### src/rtl/sa_autosa_glb_pkg.sv
// Shared constants for the AutoSA global interrupt controller: CSB offsets,
// version defaults and the channel-count helper.
package sa_autosa_glb_pkg;

  localparam int unsigned GLB_HW_VERSION_OFS = 'h00;
  localparam int unsigned GLB_MASK_OFS       = 'h04;
  localparam int unsigned GLB_SET_OFS        = 'h08;
  localparam int unsigned GLB_STATUS_OFS     = 'h0C;
  localparam int unsigned GLB_OVF_OFS        = 'h10;
  localparam int unsigned GLB_CTRL_OFS       = 'h14;

  localparam logic [7:0]  GLB_HW_MAJOR_DEF = 8'h31;
  localparam logic [15:0] GLB_HW_MINOR_DEF = 16'h3030;

  // Each engine source owns a ping and a pong done channel.
  function automatic int unsigned glb_ch_width(input int unsigned num_src);
    return 2 * num_src;
  endfunction

endpackage

### src/rtl/sa_autosa_intr_bit.sv
// One interrupt channel: sticky status (set beats clear) and a lost-event
// flag raised when hardware done arrives on an already-pending status.
module sa_autosa_intr_bit (
  input  logic autosa_core_clk,
  input  logic autosa_core_rstn,
  input  logic hw_set,
  input  logic sw_set,
  input  logic clr,
  input  logic ovf_clr,
  output logic status,
  output logic ovf
);

  logic status_reg, status_next;
  logic ovf_reg, ovf_next;

  always_comb begin
    status_next = status_reg;
    if (hw_set || sw_set)
      status_next = 1'b1;
    else if (clr)
      status_next = 1'b0;

    // Only hardware events count as lost; a software SET onto a pending bit does not.
    ovf_next = ovf_reg;
    if (hw_set && status_reg)
      ovf_next = 1'b1;
    else if (ovf_clr)
      ovf_next = 1'b0;
  end

  always_ff @(posedge autosa_core_clk or negedge autosa_core_rstn) begin
    if (!autosa_core_rstn) begin
      status_reg <= 1'b0;
      ovf_reg    <= 1'b0;
    end else begin
      status_reg <= status_next;
      ovf_reg    <= ovf_next;
    end
  end

  assign status = status_reg;
  assign ovf    = ovf_reg;

endmodule

### src/rtl/sa_autosa_glb_intr_ctrl.sv
// AutoSA global interrupt controller: CSB register decode, per-channel
// status/overflow flops, mask/enable and the registered host interrupt.
module sa_autosa_glb_intr_ctrl
  import sa_autosa_glb_pkg::*;
#(
  parameter int          NUM_SRC  = 8,
  parameter int          ADDR_W   = 12,
  parameter logic [7:0]  HW_MAJOR = GLB_HW_MAJOR_DEF,
  parameter logic [15:0] HW_MINOR = GLB_HW_MINOR_DEF
) (
  input  logic                   autosa_core_clk,
  input  logic                   autosa_core_rstn,
  input  logic [ADDR_W-1:0]      reg_offset,
  input  logic                   reg_wr_en,
  input  logic [31:0]            reg_wr_data,
  output logic [31:0]            reg_rd_data,
  input  logic [2*NUM_SRC-1:0]   done_pulse,
  output logic [2*NUM_SRC-1:0]   intr_mask,
  output logic [2*NUM_SRC-1:0]   intr_status,
  output logic                   core_intr
);

  localparam int CH = int'(glb_ch_width(NUM_SRC));

  logic          hit_version, hit_mask, hit_set, hit_status, hit_ovf, hit_ctrl;
  logic          wr_mask, wr_set, wr_status, wr_ovf, wr_ctrl;
  logic [CH-1:0] mask_reg, mask_next;
  logic          enable_reg, enable_next;
  logic          core_intr_reg, core_intr_next;
  logic [CH-1:0] status_vec, ovf_vec;
  logic          unused_wr_bits;

  assign hit_version = (reg_offset == ADDR_W'(GLB_HW_VERSION_OFS));
  assign hit_mask    = (reg_offset == ADDR_W'(GLB_MASK_OFS));
  assign hit_set     = (reg_offset == ADDR_W'(GLB_SET_OFS));
  assign hit_status  = (reg_offset == ADDR_W'(GLB_STATUS_OFS));
  assign hit_ovf     = (reg_offset == ADDR_W'(GLB_OVF_OFS));
  assign hit_ctrl    = (reg_offset == ADDR_W'(GLB_CTRL_OFS));

  assign wr_mask   = reg_wr_en & hit_mask;
  assign wr_set    = reg_wr_en & hit_set;
  assign wr_status = reg_wr_en & hit_status;
  assign wr_ovf    = reg_wr_en & hit_ovf;
  assign wr_ctrl   = reg_wr_en & hit_ctrl;

  // Upper write-data bits beyond the channel count are architecturally ignored.
  assign unused_wr_bits = ^reg_wr_data;

  generate
    for (genvar gi = 0; gi < CH; gi++) begin : g_ch
      sa_autosa_intr_bit u_bit (
        .autosa_core_clk  (autosa_core_clk),
        .autosa_core_rstn (autosa_core_rstn),
        .hw_set           (done_pulse[gi]),
        .sw_set           (wr_set & reg_wr_data[gi]),
        .clr              (wr_status & reg_wr_data[gi]),
        .ovf_clr          (wr_ovf & reg_wr_data[gi]),
        .status           (status_vec[gi]),
        .ovf              (ovf_vec[gi])
      );
    end
  endgenerate

  always_comb begin
    mask_next      = wr_mask ? reg_wr_data[CH-1:0] : mask_reg;
    enable_next    = wr_ctrl ? reg_wr_data[0] : enable_reg;
    core_intr_next = enable_reg & (|(status_vec & ~mask_reg));
  end

  always_ff @(posedge autosa_core_clk or negedge autosa_core_rstn) begin
    if (!autosa_core_rstn) begin
      mask_reg      <= '0;
      enable_reg    <= 1'b0;
      core_intr_reg <= 1'b0;
    end else begin
      mask_reg      <= mask_next;
      enable_reg    <= enable_next;
      core_intr_reg <= core_intr_next;
    end
  end

  always_comb begin
    reg_rd_data = 32'h0;
    if (hit_version)
      reg_rd_data = {8'h00, HW_MINOR, HW_MAJOR};
    else if (hit_mask)
      reg_rd_data = 32'(mask_reg);
    else if (hit_status)
      reg_rd_data = 32'(status_vec);
    else if (hit_ovf)
      reg_rd_data = 32'(ovf_vec);
    else if (hit_ctrl)
      reg_rd_data = {31'h0, enable_reg};
  end

  assign intr_mask   = mask_reg;
  assign intr_status = status_vec;
  assign core_intr   = core_intr_reg;

endmodule

### config.mk
export PLATFORM = sky130hd
export DESIGN_NAME = sa_autosa_glb_intr_ctrl
export DESIGN_NICKNAME = d
export VERILOG_FILES = /design/src/rtl/sa_autosa_glb_pkg.sv /design/src/rtl/sa_autosa_intr_bit.sv /design/src/rtl/sa_autosa_glb_intr_ctrl.sv
export SDC_FILE = /design/constraint.sdc
export NUM_CORES = 1
export LEC_CHECK = 0
export ABC_AREA = 0
export CORE_MARGIN = 5
export CORE_UTILIZATION = 40
export DETAILED_ROUTE_END_ITERATION = 8
export GPL_ROUTABILITY_DRIVEN = 0
export PLACE_DENSITY = 0.73
export SYNTH_ARGS = -nofsm -noshare
export SYNTH_HDL_FRONTEND = slang
export SYNTH_SLANG_ARGS = --single-unit
### constraint.sdc
create_clock -name autosa_core_clk -period 5 [get_ports autosa_core_clk]
set_input_delay 1.5 -clock autosa_core_clk [delete_from_list [all_inputs] [get_ports autosa_core_clk]]
set_output_delay 1.5 -clock autosa_core_clk [all_outputs]
set_load 0.05 [all_outputs]
; After elaboration in Yosys (flattened, before gate mapping)
; Cells that the tools add are included.
[word_totals]
reg_bits = 50
latchBits = 0
mem_bits_rw = 0
rom_bits = 0
inputBits = 63
output_inout_bits = 65
wordCells = 231
n_memories = 0
[op_classes]
n_addsub = 0
n_mul = 0
div_mod_pow = 0
n_lt_le_gt_ge = 0
n_eq_ne = 5
shift = 0
n_mux = 69
n_bitwise = 56
reduce_logical = 66
[op_table]
columns = cell, count
row1 = two-way mux 1 bit, 65
row2 = nonzero test 2 bit, 32
row3 = AND 1 bit, 54
row4 = two-way mux 16 bit, 3
row5 = two-way mux 32 bit, 1
row6 = == test 12 x 4 -> 1 bit (second input constant), 2
row7 = == test 12 x 5 -> 1 bit (second input constant), 2
row8 = AND 16 bit, 1
row9 = logical AND 1 bit, 16
row10 = logical OR 1 bit, 16
row11 = inverter 16 bit, 1
row12 = OR reduction 16 bit, 1
row13 = == test 12 x 3 -> 1 bit (second input constant), 1
row14 = zero test 12 bit, 1

; Logic depth before layout (Yosys ltp)
[logic_depth]
ltp_word = 6
mapped_depth = 7
ltp_nobuf = 4

; Hierarchy
; Synthesis repeated with hierarchy kept, for this count alone.
[unflattened]
cells_unflattened = 355
area_unflattened_um2 = 3049.2
[by_module_without_submodules]
columns = module, instances, cells_each, area_each_um2, seq_area_each_um2
row1 = sa_autosa_glb_intr_ctrl, 1, 227, 1848.0, 450.4
row2 = sa_autosa_intr_bit, 16, 8, 75.1, 50.0

; Worst setup path before layout
; Ideal clock, no wire load.
[synth_timing]
kind = input to output
from = input port reg_offset[9]
to = output port reg_rd_data[6]
arrival_ns = 3.884
required_time_ns = 3.500
path_slack_ns = -0.384
stages = 6
path_buffers = 2
cell_sequence = or4_1 buf_4 nor3_4 clkbuf_1 a21oi_1 o21ai_0
[synth_via]
elab_chain_cells = 5
word_cells_on_any_way = 8
cone_classes = 3 x eq/ne / 4 x mux / 1 x reduce/logical
[synth_rtl]
columns = element, line_no
row1 = from (decl), sa_autosa_glb_intr_ctrl.sv:13  ; input logic [ADDR_W-1:0] reg_offset,
row2 = == test 12 x 5 -> 1 bit, sa_autosa_glb_intr_ctrl.sv:37  ; assign hit_ovf = (reg_offset == ADDR_W'(GLB_OVF_OFS));
row3 = two-way mux 16 bit, sa_autosa_glb_intr_ctrl.sv:90  ; else if (hit_ovf)
row4 = two-way mux 16 bit, sa_autosa_glb_intr_ctrl.sv:88  ; else if (hit_status)
row5 = two-way mux 16 bit, sa_autosa_glb_intr_ctrl.sv:86  ; else if (hit_mask)
row6 = two-way mux 32 bit (*), sa_autosa_glb_intr_ctrl.sv:84  ; if (hit_version)
row7 = to (decl), sa_autosa_glb_intr_ctrl.sv:16  ; output logic [31:0] reg_rd_data,
; Mark *: on every way between the ends. The rest lies on a longest branch, timed or not.

; Final worst setup path
[layout_timing]
from = input port reg_offset[1]
to = output port reg_rd_data[9]
; The elaborated chain is that of the path after synthesis.

==> run_results.csv <==
group,metric,value,unit
setup_path,crit_chain,"clkdlybuf4s50_1, or3_1, buf_4, nor3_4, buf_6, buf_16, a32oi_2, a21oi_2, buf_12",
routing,vias,2902,
routing,post_drt_via_cell_ratio,5.47,
logic_synthesis,yosys.area.top_type,"dfrtp_1",
placed_design,io_buffers,97,
setup_path,worst_path_largest_cell_delay,0.47,ns
min_path,whs_endpoint,"g_ch[1].u_bit.ovf$_DFFE_PN0P_",
min_path,hold_depth,1,
setup_path,cp_max_fo,7,
logic_synthesis,syn_area,0.00311,mm^2
setup_path,critPathLaunch,"reg_offset[1]",
clocking,clkTransAtPathRegs,0.08,ns
sta,slew_violations,0,
setup_path,start_kind,"input pin",
sta,worst_slew_pin_slew,1.13,ns
setup_path,cp.depth,9,
die,dieArea,0.00963,mm^2
logic_synthesis,yosysTopAreaCellShare,40.3,%
clocking,cts_tree,"yes",
routing,antenna_left,0,
min_path,min_path_type,"reg2reg",
sta,slew_headroom,24.6,%
finish,nets,492,
finish,fin_area,0.00453,mm^2
finish,multi_input_area,0.00159,mm^2
flow_run,max-cap-violations,0,
global_route,grt_pass1_vias,2971,
setup_path,critPathRequiredTime,3.50,ns
clocking,cts_root_buf,"clkbuf_8",
global_route,grt_pass1_wl,15300,um
routing,routed_wl,9560,um
routing,drtIter0Drc,179,
power,p_leak,1.94,nW
status,outcome,"finished clean",
sta,fin_hold_ws,0.510,ns
clocking,clock_sinks,50,
setup_path,r2r_setup_slack,3.71,ns
setup_path,arrival,3.43,ns
placed_design,place_area,0.00434,mm^2
die,coreArea,0.00765,mm^2
clocking,clockBufferDepth,2,
die,die_w,98.1,um
global_route,grtUsageTotal,19.4,%
setup_path,worstSetupEndpointType,"output pin",
die,io_pins,128,
sta,skew,0.00848,ns
setup_path,worst-path-buf-inv,5,
logic_synthesis,ys_seq_area_share,40.3,%
die,initial_utilization,40.6,%
global_route,grt_max_degree,51,
finish,num-fill-cells,629,
logic_synthesis,synthTopCellsByArea,"dfrtp_1 40%, buf_4 8.5%, mux2i_1 5.5%",
placed_design,hpwl,6920,um
placed_design,place_ws,-0.106,ns
power,pwr_density_cell,166,mW/mm^2
sta,min_period,4.93,ns
logic_synthesis,ys_ff_latch,50,
setup_path,cp_slowest_cell,"clkdlybuf4s50_1",
logic_synthesis,synth.avg_cell_area,9.31,um^2
routing,drc_errors,0,
setup_path,worstReg2RegStart,"g_ch[7].u_bit.status$_DFFE_PN0P_",
logic_synthesis,syn_inst,334,
power,irDropWorstVdd,0.0000844,V
logic_synthesis,yosys_warnings,0,
finish,seq_area,0.00125,mm^2
clocking,htree_levels,2,
sta,maxClockFrequency,0.203,GHz
power,p_total,0.000752,W
finish,num_antenna_cells,0,
routing,dr.pass1.iters,5,
clocking,clkLatencyLatePin,0.30,ns
die,die_h,98.1,um
finish,synthToLayoutAreaGrowth,45.7,%
global_route,antenna_found_initial,0,
finish,drive_above_1_share,19.8,%
logic_synthesis,yosys.cell_types.count,39,
sta,setup_viol_count_final,0,
global_route,grt-ovfl-total,0,
sta,finalSetupTns,0,ns
setup_path,reg2regPathDepth,4,
routing,wire_per_inst,18.0,um
setup_path,path_class,"in2out",
setup_path,reg2reg_to,"core_intr$_DFF_PN0_",
sta,fin_ws,0.0650,ns
die,num_rows,32,
clocking,cts_buffers,5,
setup_path,cp_top_family,"buffers and inverters",
sta,hold_violations,0,
sta,final.period_utilization,98.7,%
min_path,min-delay-start,"g_ch[1].u_bit.ovf$_DFFE_PN0P_",
worst max path at each step:
stage / slack [ns] / end
3_5_place_dp: -0.11 / reg_rd_data[1]
5_1_grt: -0.009 / reg_rd_data[8]
4_1_cts: -0.008 / reg_rd_data[8]
3_3_place_gp: -0.1 / reg_rd_data[2]
6_report: 0.07 / reg_rd_data[9]
2_1_floorplan: -0.34 / reg_rd_data[13]
layer usage:
layer  vias up  routed length, um  GRT usage, %
met1      1407               4150          26.5
li1       1336                  -             -
met5         -                  0             0
met4         0                206          5.57
met2       137               4600          31.4
met3        22                615          4.07
synth_stat cells:
master     count
nor4_4         2
dfrtp_1       50
nand3_1        2
nand2_1       32
o22ai_1        4
nor2_4         1
nor3b_1        3
a31oi_1        1
a21o_1         1
buf_2          2
mux2_1        10
mux2_2         7
o2111ai_1      1
a21oi_1       19
a22oi_1        1
and3_1         2
o21ai_0        5
nor2b_1       18
buf_4         35
nand2b_1       9
or3_1          3
buf_8          1
a32oi_1       10
inv_1         18
a221oi_1       2
nor3_4         1
or4_1          1
mux2i_1       17
a22o_1        15
nand3b_1       1
nand4_1       18
conb_1         1
o211ai_1       1
buf_1          1
a32o_1         1
nor2_1        20
clkbuf_1      13
nor3_1         4
nor4b_1        1
logic make-up (layout without fill, tap and decap cells):
family | after synthesis | after routing | synth area share [%]
flip-flops | 50 | 50 | 40.3
buffers and inverters | 70 | 152 | 13.1
other | 1 | 14 | 0.121
multiplexers | 34 | 34 | 11.6
AND/OR/NAND/NOR | 118 | 118 | 21.1
AO/OA/AOI/OAI | 61 | 61 | 13.8
timing repair:
item                                    CTS  global route
setup buffers                             1             2
endpoints found under the setup margin   16            16
gates resized for setup                   7            12
pin swaps                                 1             4
hold buffers                              0             0
cloned                                    1             0
power breakdown:
| group | internal (W) | switching [W] |
|---|---|---|
| combinational | 0.0000472 | 0.0000738 |
| clock | 0.0000962 | 0.000130 |
| sequential | 0.000405 | 0.000000716 |
| total | 0.000548 | 0.000204 |
layout by cell type (no fill, tap or decap), types with 2 or more instances in the layout:
| cell type | netlist | final |
|---|---|---|
| nor3_1 | 4 | 4 |
| o22ai_1 | 4 | 4 |
| mux2i_1 | 17 | 17 |
| clkdlybuf4s50_1 | 0 | 74 |
| nor2_1 | 20 | 20 |
| dfrtp_1 | 50 | 50 |
| nand2b_1 | 9 | 9 |
| buf_4 | 35 | 25 |
| a22o_1 | 15 | 15 |
| buf_12 | 0 | 18 |
| clkbuf_8 | 0 | 5 |
| nand3_1 | 2 | 2 |
| inv_1 | 18 | 18 |
| nor2b_1 | 18 | 17 |
| o21ai_0 | 5 | 4 |
| conb_1 | 1 | 14 |
| nor4_4 | 2 | 2 |
| nor3b_1 | 3 | 2 |
| buf_6 | 0 | 4 |
| and3_1 | 2 | 2 |
| a21oi_2 | 0 | 9 |
| a21oi_1 | 19 | 10 |
| nand4_1 | 18 | 18 |
| a221oi_1 | 2 | 2 |
| nand2_1 | 32 | 32 |
| or3_4 | 0 | 2 |
| a32oi_2 | 0 | 4 |
| a32oi_1 | 10 | 6 |
| dlymetal6s2s_1 | 0 | 3 |
| mux2_2 | 7 | 7 |
| mux2_1 | 10 | 10 |
worst register-to-register path, delay by kind of cell, from the launching register on:
family	cells	cell delay, ns
compound gates	2	0.29
simple gates	2	0.43
flops	1	0.44
through the flow:
| stage | util [%] | instances |
|---|---|---|
| 6_report | 59.2 | 531 |
| 5_1_grt | 59.2 | 531 |
| 4_1_cts | 58.6 | 530 |
| 3_5_place_dp | 56.7 | 521 |
| 3_3_place_gp | 56.7 | 521 |
| 2_1_floorplan | - | 347 |
final cells by class:
type                    count  area share (%)
multi-input cells         227            35.1
repair buffers            127            31.2
flip-flops and latches     50            27.6
well taps                 102            2.82
clock buffers               6            1.60
inverters                  18            1.49
clock inverters             1           0.166
No activity file was read; power rests on OpenSTA's default activity.
